[src/rtl/rpc2_ctrl_fifo_pkg.sv]
// Shared RPC2 controller FIFO definitions: parameter range checks,
// clog2 helper and default AXI AW/W FIFO sizing.
`ifndef RPC2_CTRL_FIFO_PKG_SV
`define RPC2_CTRL_FIFO_PKG_SV

`define RPC2_FIFO_CHECK_RANGE(LBL, VAL, LO, HI) \
  if (((VAL) < (LO)) || ((VAL) > (HI))) begin : LBL \
    $error("rpc2 fifo: parameter %0d outside %0d..%0d", \
           (VAL), (LO), (HI)); \
  end

package rpc2_ctrl_fifo_pkg;

  localparam int AX_AW_FIFO_ADDR_BITS = 2;
  localparam int AX_AW_FIFO_WIDTH     = 48;
  localparam int AX_W_FIFO_ADDR_BITS  = 4;
  localparam int AX_W_FIFO_WIDTH      = 18;

  localparam int FIFO_ADDR_BITS_MIN = 1;
  localparam int FIFO_ADDR_BITS_MAX = 12;

  function automatic int clog2(input int v);
    int r;
    r = 0;
    for (int i = 0; i < 31; i++) begin
      if ((1 << i) < v) r = i + 1;
    end
    return r;
  endfunction

endpackage

`endif

[src/rtl/rpc2_ctrl_fifo_mem.sv]
// Simple dual-port FIFO storage with a registered read port.
// Kept separate so a vendor RAM macro can replace it.
module rpc2_ctrl_fifo_mem
  import rpc2_ctrl_fifo_pkg::*;
#(
  parameter int DEPTH      = 16,
  parameter int DATA_WIDTH = 16,
  parameter int ADDR_W     = clog2(DEPTH)
) (
  input  logic                  clk,
  input  logic                  rst_n,
  input  logic                  wr_en,
  input  logic [ADDR_W-1:0]     wr_addr,
  input  logic [DATA_WIDTH-1:0] wr_data,
  input  logic                  rd_en,
  input  logic [ADDR_W-1:0]     rd_addr,
  output logic [DATA_WIDTH-1:0] rd_data
);

  logic [DATA_WIDTH-1:0] mem_q [DEPTH];
  logic [DATA_WIDTH-1:0] rd_data_q;

  // Storage is not reset; only the read register is.
  always_ff @(posedge clk) begin
    if (wr_en) mem_q[wr_addr] <= wr_data;
  end

  always_ff @(posedge clk or negedge rst_n) begin
    if (!rst_n) begin
      rd_data_q <= '0;
    end else if (rd_en) begin
      rd_data_q <= mem_q[rd_addr];
    end
  end

  assign rd_data = rd_data_q;

endmodule

[src/rtl/rpc2_ctrl_ax_fifo_stat.sv]
// RPC2 AXI path FIFO with occupancy count, status flags and flush.
// RPC2_CTRL_AX_FIFO_ERR_EN adds sticky overflow/underflow outputs.
module rpc2_ctrl_ax_fifo_stat
  import rpc2_ctrl_fifo_pkg::*;
#(
  parameter int ADDR_BITS     = 4,
  parameter int DATA_WIDTH    = 16,
  parameter int AFULL_THRESH  = 12,
  parameter int AEMPTY_THRESH = 2
) (
  input  logic                  clk,
  input  logic                  rst_n,
  input  logic                  flush,
  input  logic                  wr_en,
  input  logic [DATA_WIDTH-1:0] wr_data,
  input  logic                  rd_en,
  output logic [DATA_WIDTH-1:0] rd_data,
  output logic                  full,
  output logic                  empty,
  output logic                  almost_full,
  output logic                  almost_empty,
  output logic [ADDR_BITS:0]    count
`ifdef RPC2_CTRL_AX_FIFO_ERR_EN
  ,
  output logic                  overflow,
  output logic                  underflow
`endif
);

  localparam int DEPTH = 1 << ADDR_BITS;
  localparam int PW    = ADDR_BITS + 1;

  `RPC2_FIFO_CHECK_RANGE(g_chk_addr_bits, ADDR_BITS,
                         FIFO_ADDR_BITS_MIN, FIFO_ADDR_BITS_MAX)
  `RPC2_FIFO_CHECK_RANGE(g_chk_afull, AFULL_THRESH, 1, DEPTH)
  `RPC2_FIFO_CHECK_RANGE(g_chk_aempty, AEMPTY_THRESH, 0, DEPTH - 1)

  localparam logic [PW-1:0] DEPTH_C = PW'(DEPTH);
  localparam logic [PW-1:0] AF_TH   = PW'(AFULL_THRESH);
  localparam logic [PW-1:0] AE_TH   = PW'(AEMPTY_THRESH);
  localparam logic [PW-1:0] ONE     = PW'(1);

  logic [PW-1:0] wr_ptr_q, wr_ptr_d;
  logic [PW-1:0] rd_ptr_q, rd_ptr_d;
  logic [PW-1:0] cnt_q, cnt_d;
  logic          full_q, full_d;
  logic          empty_q, empty_d;
  logic          af_q, af_d;
  logic          ae_q, ae_d;
  logic          wr_acc;
  logic          rd_acc;

  assign wr_acc = wr_en & ~full_q & ~flush;
  assign rd_acc = rd_en & ~empty_q & ~flush;

  always_comb begin
    wr_ptr_d = wr_ptr_q;
    rd_ptr_d = rd_ptr_q;
    cnt_d    = cnt_q;
    if (flush) begin
      wr_ptr_d = '0;
      rd_ptr_d = '0;
      cnt_d    = '0;
    end else begin
      if (wr_acc) wr_ptr_d = wr_ptr_q + ONE;
      if (rd_acc) rd_ptr_d = rd_ptr_q + ONE;
      cnt_d = cnt_q + {{ADDR_BITS{1'b0}}, wr_acc}
                    - {{ADDR_BITS{1'b0}}, rd_acc};
    end
    empty_d = (cnt_d == '0);
    full_d  = (cnt_d == DEPTH_C);
    af_d    = (cnt_d >= AF_TH);
    ae_d    = (cnt_d <= AE_TH);
  end

  always_ff @(posedge clk or negedge rst_n) begin
    if (!rst_n) begin
      wr_ptr_q <= '0;
      rd_ptr_q <= '0;
      cnt_q    <= '0;
      full_q   <= 1'b0;
      empty_q  <= 1'b1;
      af_q     <= 1'b0;
      ae_q     <= 1'b1;
    end else begin
      wr_ptr_q <= wr_ptr_d;
      rd_ptr_q <= rd_ptr_d;
      cnt_q    <= cnt_d;
      full_q   <= full_d;
      empty_q  <= empty_d;
      af_q     <= af_d;
      ae_q     <= ae_d;
    end
  end

  rpc2_ctrl_fifo_mem #(
    .DEPTH      (DEPTH),
    .DATA_WIDTH (DATA_WIDTH),
    .ADDR_W     (ADDR_BITS)
  ) u_mem (
    .clk     (clk),
    .rst_n   (rst_n),
    .wr_en   (wr_acc),
    .wr_addr (wr_ptr_q[ADDR_BITS-1:0]),
    .wr_data (wr_data),
    .rd_en   (rd_acc),
    .rd_addr (rd_ptr_q[ADDR_BITS-1:0]),
    .rd_data (rd_data)
  );

  assign full         = full_q;
  assign empty        = empty_q;
  assign almost_full  = af_q;
  assign almost_empty = ae_q;
  assign count        = cnt_q;

`ifdef RPC2_CTRL_AX_FIFO_ERR_EN
  logic ovf_q, ovf_d;
  logic udf_q, udf_d;

  // Flush wins over an error raised in the same cycle.
  always_comb begin
    ovf_d = ovf_q | (wr_en & full_q);
    udf_d = udf_q | (rd_en & empty_q);
    if (flush) begin
      ovf_d = 1'b0;
      udf_d = 1'b0;
    end
  end

  always_ff @(posedge clk or negedge rst_n) begin
    if (!rst_n) begin
      ovf_q <= 1'b0;
      udf_q <= 1'b0;
    end else begin
      ovf_q <= ovf_d;
      udf_q <= udf_d;
    end
  end

  assign overflow  = ovf_q;
  assign underflow = udf_q;
`endif

endmodule
[config.mk]
export PLATFORM = sky130hd
export DESIGN_NAME = rpc2_ctrl_ax_fifo_stat
export DESIGN_NICKNAME = d
export VERILOG_FILES = /design/src/rtl/rpc2_ctrl_fifo_pkg.sv /design/src/rtl/rpc2_ctrl_fifo_mem.sv /design/src/rtl/rpc2_ctrl_ax_fifo_stat.sv
export SDC_FILE = /design/constraint.sdc
export NUM_CORES = 1
export LEC_CHECK = 0
export BUFFER_PORTS_ARGS = -buffer_cell sky130_fd_sc_hd__buf_2
export CAP_MARGIN = 40
export CORE_AREA = 2 2 184 186
export CTS_BUF_LIST = sky130_fd_sc_hd__clkbuf_8
export DETAILED_ROUTE_END_ITERATION = 6
export DIE_AREA = 0 0 186 188
export GPL_TIMING_DRIVEN = 0
export HOLD_SLACK_MARGIN = 0.02
export PLACE_DENSITY = 0.5
export SETUP_SLACK_MARGIN = 0.15
export SLEW_MARGIN = 20
export SYNTH_ARGS = -nofsm -noshare
export SYNTH_HDL_FRONTEND = slang
export SYNTH_SLANG_ARGS = --single-unit
[constraint.sdc]
create_clock -name clk -period 5.35 [get_ports clk]
set_clock_uncertainty 0.05 [all_clocks]
set_input_delay 0 -clock clk [delete_from_list [all_inputs] [get_ports clk]]
set_output_delay 0 -clock clk [all_outputs]
set_load 0.005 [all_outputs]
==> results.ini, run 1 <==
[finish]
drive_gt1_frac=0.266
multi_input_area_um2=2780
area_growth_syn_to_layout_pct=18.2
num_antenna_cells=0
seq_area_um2=8520
n_fill_cell=2958
finalNetCount=726

[setup_path]
rrSetupSlack_ns=1.72
reg2reg_depth=12
end_kind=flip-flop
cp_max_fo=10
rr_startpoint=empty$_DFF_PN1_
setup.worst_path.end=full$_DFF_PN0_
start_kind=flip-flop
critPathLaunch=empty$_DFF_PN1_
critical_path_required_ns=5.75
crit_type=flip-flop to flip-flop
worstPathArrival_ns=4.03
r2r-end=full$_DFF_PN0_

[grt]
grt_max_degree=19
grt_pass1_vias=6231
grt_overflow=0
grt_pass1_wl_um=39100
antenna_found_initial=0
grt_usage=0.155

[pwr]
power_frac_comb=0.171
swShare=0.260
intPower_mw=3.97
clock_power_share=0.334
finalPower_mw=5.36
ir_worst_vdd_v=0.000196
p_leak_nw=4.53
seqPwrFrac=0.496
power.switching_mw=1.39
powerDensity_nw_per_um2=398

[clock_tree]
clk_latency_ns=0.55
cts_tree=yes
cts.sinks=289
cts_root_buf=clkbuf_8
ctsHtreeMaxLevel=2
cts_buffers=47
path_clk_slew_ns=0.06
cts_buffer_depth=3

[timing]
max_slew_margin=0.449
tightestPinTransition_ns=0.827
finalCritPeriodShare=0.678
min_period_ns=3.63
finalHoldViolations=0
rsz0062_at_grt=false
setup_viol=0
fmax_mhz=276
fin_tns_setup_ns=0
maxSlewViolCount=0

[hold_path]
min_path_type=input port to flip-flop
holdPathStages=5

[floorplan]
die_area_um2=35000
initial_utilization=0.344
fp-row-count=67
io_pins=46
die_h_um=188
core_um2=33100
die_x_um=186

[route]
post_drt_via_cell_ratio=4.92
drt-total-wl_um=26500
dr_total_vias=5815
drt_first_pass_iters=5
drc=0
drtIter0Drc=353
wire_per_inst_um=22.5
postRouteAntennaNets=0

[place]
io_buffers=45
place_congestion=0.737
hpwl_um=16100

[yosys]
ys_seq_area_frac=0.747
post_synth.cell_area_avg_um2=19.9
synth.net_count=606
ys_types=41
syn_inst=574
synth.cell_area_um2=11400
ys.warnings.count=0
ys_seq_elements=289

[outcome]
run_status=complete, no violations

[job]
cap_violations=0

## cell usage in the layout, fill, tap and decap left out, types with 14 or more instances in the layout
| cell | count |
|---|---|
| dlygate4sd3_1 | 21 |
| mux2_2 | 17 |
| buf_2 | 55 |
| mux4_1 | 25 |
| nor2_1 | 14 |
| mux4_2 | 23 |
| a22o_1 | 15 |
| inv_1 | 27 |
| edfxtp_1 | 256 |
| o21ai_0 | 15 |
| o21ai_1 | 16 |
| dfrtp_1 | 31 |
| clkbuf_8 | 55 |
| mux2i_1 | 33 |
## power by group through the flow
| stage | clock [mW] | sequential, mW | combinational (mW) |
|---|---|---|---|
| after global routing | 1.95 | 2.67 | 1.01 |
| after CTS | 1.85 | 2.66 | 0.933 |
| final | 1.79 | 2.66 | 0.914 |
| after detailed placement | 0 | 2.70 | 0.915 |
| after floorplan | 0 | 2.69 | 0.583 |
| after global placement | 0 | 2.70 | 0.879 |
## how the worst min path moves through the flow
stage,startpoint,end,slack (ns)
floorplan,rst_n,almost_full$_DFF_PN0_,-0.35
global placement,rst_n,u_mem.rd_data[15]$_DFFE_PN0P_,0.12
detailed placement,rst_n,u_mem.rd_data[15]$_DFFE_PN0P_,-0.09
CTS,wr_en,wr_ptr_q[0]$_DFFE_PN0P_,0.07
global route,wr_en,wr_ptr_q[1]$_DFFE_PN0P_,0.15
finish,wr_en,wr_ptr_q[0]$_DFFE_PN0P_,0.1
## routing by layer
metal  global-route usage  up-vias  part of all wire
met3               0.0355       48             0.054
met4               0.0482        0             0.025
met1                0.211     3027              0.45
met5                    0        -                 0
li1                     -     2577                 -
met2                0.248      163              0.47
## cell usage after synthesis (all sizes together)
cell,instances,share of area
mux2,17,0.017
xnor2,4,0.0031
o21ai,31,0.014
nand2b,2,0.0011
or3b,2,0.0015
dfstp,2,0.0046
ha,10,0.011
a22o,15,0.012
buf,19,0.011
clkbuf,11,0.0036
nand4,1,0.00055
or3,2,0.0011
mux4,48,0.10
a21o,3,0.0020
xor2,4,0.0031
nand2,8,0.0026
nand3,2,0.00088
nor3b,1,0.00066
nor2,31,0.010
a21oi,3,0.0013
dfrtp,31,0.068
mux2i,33,0.029
nor3,1,0.00044
and2b,1,0.00066
nand3b,1,0.00066
inv,9,0.0030
and2,1,0.00055
a2111oi,2,0.0015
fa,1,0.0018
nor2b,5,0.0027
a22oi,16,0.013
o21bai,1,0.00066
edfxtp,256,0.67
## cells by family after synthesis
| group | share of synthesized area |
|---|---|
| DFF | 0.747 |
| buffers and inverters | 0.0176 |
| and+or+nand+nor | 0.0239 |
| xor gates and xnor gates | 0.00615 |
| muxes | 0.149 |
| adders and majority gates | 0.0127 |
| AOI/OAI and AO/OA | 0.0434 |
## through the flow
step	hold WS, ns	util	setup WS (ns)	instance area (um^2)	instances
5_1_grt	0.149	0.407	1.54	13500	1181
3_5_place_dp	-0.0924	0.373	1.74	12400	1072
2_1_floorplan	-0.346	-	2.31	11400	574
3_3_place_gp	0.118	0.368	1.77	12200	1067
4_1_cts	0.0663	0.407	1.70	13500	1181
6_report	0.0997	0.407	1.72	13500	1181
## registers in the layout, indices dropped and copies added, names as in the netlist
signal,cells
count,5
u_mem.rd_data,16
almost_empty,1
empty,1
full,1
wr_ptr_q,4
u_mem.mem_q,256
almost_full,1
rd_ptr_q,4
## critical path: stages, from the launching register on
cell       delay [ns]
dfstp_2          0.53
or3b_1           0.10
buf_2            0.27
buf_2            0.43
inv_1            0.09
ha_1             0.29
inv_1            0.04
ha_1             0.20
fa_1             0.44
a21o_1           0.19
a2111oi_0        0.39
o21bai_1         0.27
nor3b_1          0.23
## layout make-up
type,count,share of cell area
buffer,30,0.0124
clock inverter,33,0.0104
clock buffer,55,0.0562
timing repair buffer,71,0.0383
multi-input combinational,246,0.206
sequential,289,0.632
inverter,9,0.00251
tap,448,0.0416
## what timing repair did
item	in CTS	in global routing
hold endpoints to repair	300	0
hold buffers	21	0
resized for setup	0	0
setup buffers	0	0
No activity file was read; power rests on OpenSTA's default activity.
==> run 2, diff against run 1 <==
Clock period 5.35 ns to 3.7 ns, I/O delays scaled along.
==> run 2 against run 1 <==
Design area about the same; first-iteration DRC count increased by 7.4%; flip-flop and latch count unchanged; worst setup slack got worse by 1.4 ns; sequential power increased by 44%; critical path depth unchanged; register-to-register slack got worse by 1.4 ns; final cell count unchanged; global-route usage unchanged; fmax increased by 8.3%; largest power group unchanged.
==> results.ini, run 2 (synthesis results as in run 1) <==
[outcome]
run_status=complete, no violations

[hold_path]
hp-start=wr_en
min_path_type=input port to flip-flop
holdPathStages=5
whs_endpoint=wr_ptr_q[0]$_DFFE_PN0P_

[setup_path]
r2r-end=full$_DFF_PN0_
critical_path_required_ns=4.10
crit_type=flip-flop to flip-flop
critPathTopFamily=adder cells
path_buf_inv=4
rrSetupSlack_ns=0.35
rr_startpoint=empty$_DFF_PN1_
max_stage_delay_ns=0.53
reg2reg_depth=12
cp_max_fo=10
critPathLaunch=empty$_DFF_PN1_
cpMaxStageDelayCell=dfstp_2
end_kind=flip-flop
crit_chain=or3b_1, clkbuf_4, buf_6, inv_1, ha_1, inv_1, ha_1, fa_1, a21o_1, a2111oi_0, o21bai_1, nor3b_1
start_kind=flip-flop
worstPathArrival_ns=3.75

[clock_tree]
cts_root_buf=clkbuf_8
clk_latency_ns=0.55
cts_buffers=47
path_clk_slew_ns=0.06
cts_setup_buffers=0
cts.sinks=289
cts_buffer_depth=3
cts_tree=yes
ctsHtreeMaxLevel=2

[floorplan]
io_pins=46
die_x_um=186
die_h_um=188
die_area_um2=35000
initial_utilization=0.344
fp-row-count=67
core_um2=33100

[finish]
final_area_um2=13500
largest-register=u_mem.mem_q
area_growth_syn_to_layout_pct=18.3
layout.cells.non_filler=1181
num_antenna_cells=0
final_common_cell=edfxtp_1
n_fill_cell=2955
utilization=0.407
final_cell_mix=256 x edfxtp_1, 55 x clkbuf_8, 53 x buf_2, 33 x mux2i_1, 31 x dfrtp_1
drive_gt1_frac=0.266
finalNetCount=726
largest_register_ffs=256

[timing]
tightestPinTransition_ns=0.811
hold_slack_ns=0.101
min_period_ns=3.35
finalCritPeriodShare=0.905
timing.final.ws_setup_ns=0.351
fin_tns_setup_ns=0
setup_viol=0
rsz0062_at_grt=false
maxSlewViolCount=0
fmax_mhz=299
max_slew_margin=0.459
finalHoldViolations=0

[grt]
grt_pass1_vias=6228
grt_max_degree=19
grt_overflow=0
antenna_found_initial=0
grt_usage=0.155
grt_pass1_wl_um=39100

[place]
place_congestion=0.737
hpwl_um=16100
place_area_um2=12400
pre_cts_ws_ns=0.0893
placed_cells=1072
io_buffers=45

[route]
dr_total_vias=5793
drt-total-wl_um=26500
wire_per_inst_um=22.4
drt_first_pass_iters=4
post_drt_via_cell_ratio=4.91
drc=0
drtIter0Drc=379
postRouteAntennaNets=0

[pwr]
ir_worst_vdd_v=0.000284
p_leak_nw=4.54
finalPower_mw=7.75
powerDensity_nw_per_um2=575

[job]
cap_violations=0

-- run 2: changes by cell type in the layout (fill, tap and decap cells not counted), sizes merged --
cell	delta
clkbuf	+1
buf	-1
-- run 2: repair_timing --
item                       in CTS  in global routing
hold buffers                   21                  0
setup endpoints to repair       2                  4
hold endpoints to repair      300                  0
pin swaps                       0                  0
gates resized for setup         1                  2
-- run 2: how the worst max path moves through the flow --
stage | to | cells after the start
floorplan | full$_DFF_PN0_ | 12
global placement | full$_DFF_PN0_ | 12
detailed placement | full$_DFF_PN0_ | 12
CTS | full$_DFF_PN0_ | 12
global route | full$_DFF_PN0_ | 12
finish | full$_DFF_PN0_ | 12
-- run 2: area by class of cell --
type | instances | area (um^2) | area share
Sequential cell | 289 | 8520 | 0.632
Clock buffer | 55 | 757 | 0.0562
Clock inverter | 33 | 140 | 0.0104
Tap cell | 448 | 561 | 0.0416
Buffer | 30 | 175 | 0.0130
Timing Repair Buffer | 71 | 515 | 0.0383
Multi-Input combinational cell | 246 | 2780 | 0.206
Inverter | 9 | 33.8 | 0.00251
-- run 2: report_power, final --
| group | internal, mW | switching, mW | total [mW] |
|---|---|---|---|
| logic | 0.651 | 0.675 | 1.33 |
| clock network | 1.36 | 1.23 | 2.59 |
| registers | 3.73 | 0.108 | 3.84 |
-- run 2: routing by layer --
metal	vias up	wire (um)	GRT usage
li1	2579	-	-
met5	-	0	0
met2	169	12500	0.248
met1	2995	11800	0.211
met3	50	1460	0.0355
met4	0	707	0.0482
-- run 2: tightest hold or removal path, cell delays in order --
cell and delay (ns):
buf_2 0.09, nor2b_1 0.13, clkbuf_1 0.20, xnor2_1 0.19, nor2_1 0.04
==> run 3, diff against run 2 <==
Settings changed: CORE_AREA 2 2 184 186 to 2 2 172 174, DIE_AREA 0 0 186 188 to 0 0 174 176, PLACE_DENSITY 0.5 to 0.55.
==> run 3 against run 2 <==
Fmax is 1.9% higher; non-clock buffer count is 5 higher; wire length is 3.8% lower; sequential power hardly changed; power is 0.38% higher; worst setup slack better by 0.061 ns; sequential share of layout area is 0.082 points higher; clock power hardly changed; utilization is 6.4 points higher.
==> results.ini, run 3 (synthesis results as in run 1) <==
[setup_path]
start_kind=flip-flop
worstPathArrival_ns=3.69
crit_type=flip-flop to flip-flop
critical_path_required_ns=4.10
max_stage_delay_ns=0.53
cpMaxStageDelayCell=dfstp_2
cp_max_fo=10
critPathTopFamily=adder cells
end_kind=flip-flop
path_buf_inv=4
crit_chain=or3b_1, buf_4, buf_6, inv_1, ha_1, inv_1, ha_1, fa_1, a21o_1, a2111oi_2, o21bai_2, nor3b_1

[clock_tree]
ctsHtreeMaxLevel=2
path_clk_slew_ns=0.06
cts.sinks=289
cts_tree=yes
clk_latency_ns=0.55
cts_setup_buffers=0
cts_root_buf=clkbuf_8
cts_buffers=48
cts_buffer_depth=3

[pwr]
ir_worst_vdd_v=0.000304
powerDensity_nw_per_um2=578
p_leak_nw=4.55

[floorplan]
die_area_um2=30600
core_um2=28500
die_h_um=176
initial_utilization=0.399
die_x_um=174
io_pins=46
fp-row-count=62

[grt]
grt_overflow=0
grt_pass1_wl_um=38400
grt_max_degree=20
antenna_found_initial=0
grt_pass1_vias=6215
grt_usage=0.171

[finish]
drive_gt1_frac=0.270
seq_area_um2=8520
largest_register_ffs=256
final_cell_mix=256 x edfxtp_1, 53 x buf_2, 49 x clkbuf_8, 33 x mux2i_1, 31 x dfrtp_1
area_growth_syn_to_layout_pct=18.1
multi_input_area_um2=2770
final_common_cell=edfxtp_1
num_antenna_cells=0
largest-register=u_mem.mem_q
n_fill_cell=2477
finalNetCount=732

[route]
routed.top_layer=met4
wire_per_inst_um=22.7
drtIter0Drc=415
post_drt_via_cell_ratio=5.18
postRouteAntennaNets=0
wl_met2_um=12100
dr_wl_met3_um=1360
wl_met1_um=11600
drc=0
dr_total_vias=5812
drt-total-wl_um=25500
drt_first_pass_iters=5

[hold_path]
min_path_type=input port to flip-flop

[outcome]
run_status=complete, no violations

[timing]
tightestPinTransition_ns=0.824
max_slew_margin=0.451
hold_slack_ns=0.108
fin_tns_setup_ns=0
fmax_mhz=304
maxSlewViolCount=0
finalHoldViolations=0
finalCritPeriodShare=0.889
setup_viol=0
min_period_ns=3.29
rsz0062_at_grt=false

[place]
io_buffers=45
hpwl_um=16200
place_congestion=0.749

[job]
cap_violations=0

## run 3: worst paths after layout
| kind | from | to | slack (ns) | cells after the start |
|---|---|---|---|---|
| max reg2reg | empty$_DFF_PN1_ | full$_DFF_PN0_ | 0.41 | 12 |
| min | wr_en | wr_ptr_q[0]$_DFFE_PN0P_ | 0.11 | 5 |
| min in group asynchronous | rst_n | u_mem.rd_data[9]$_DFFE_PN0P_ | 0.49 | 4 |
| min reg2reg | u_mem.rd_data[8]$_DFFE_PN0P_ | u_mem.rd_data[8]$_DFFE_PN0P_ | 0.47 | 2 |
| max | empty$_DFF_PN1_ | full$_DFF_PN0_ | 0.41 | 12 |
| max in group asynchronous | rst_n | u_mem.rd_data[14]$_DFFE_PN0P_ | 2.24 | 5 |
## run 3: layout make-up
cell class / count / area share
multi-input combinational: 246 / 0.206
timing repair buffer: 76 / 0.0444
buffer: 30 / 0.0130
tap: 384 / 0.0357
clock inverter: 38 / 0.0158
sequential: 289 / 0.633
inverter: 9 / 0.00251
clock buffer: 49 / 0.0501
## run 3: layer usage
layer | vias up | GRT usage
li1 | 2585 | -
met1 | 3032 | 0.240
met2 | 158 | 0.277
met3 | 37 | 0.0329
met4 | 0 | 0.0413
met5 | - | 0
## run 3: repair_timing
item	CTS	global route
hold buffers	21	0
resized for setup	2	4
endpoints found under the hold margin	301	0
endpoints found under the setup margin	2	4
## run 3: where the power goes
part	switching [mW]	total, mW	internal (mW)
Combinational	0.682	1.35	0.663
Sequential	0.114	3.85	3.73
Clock	1.21	2.59	1.37
## run 3: worst min-delay path, stage by stage
cell and delay [ns]:
buf_2 0.09, nor2b_1 0.12, clkbuf_1 0.22, xnor2_1 0.19, nor2_1 0.04
## run 3: stage by stage
| step | worst slack, ns | instances | utilization | cell area [um^2] | power [mW] |
|---|---|---|---|---|---|
| 2_1_floorplan | 0.659 | 574 | - | 11400 | 4.73 |
| 3_3_place_gp | 0.234 | 1003 | 0.424 | 12100 | 5.17 |
| 3_5_place_dp | 0.0678 | 1012 | 0.432 | 12300 | 5.23 |
| 4_1_cts | 0.240 | 1120 | 0.470 | 13400 | 7.85 |
| 5_1_grt | 0.203 | 1121 | 0.471 | 13500 | 8.14 |
| 6_report | 0.412 | 1121 | 0.471 | 13500 | 7.78 |
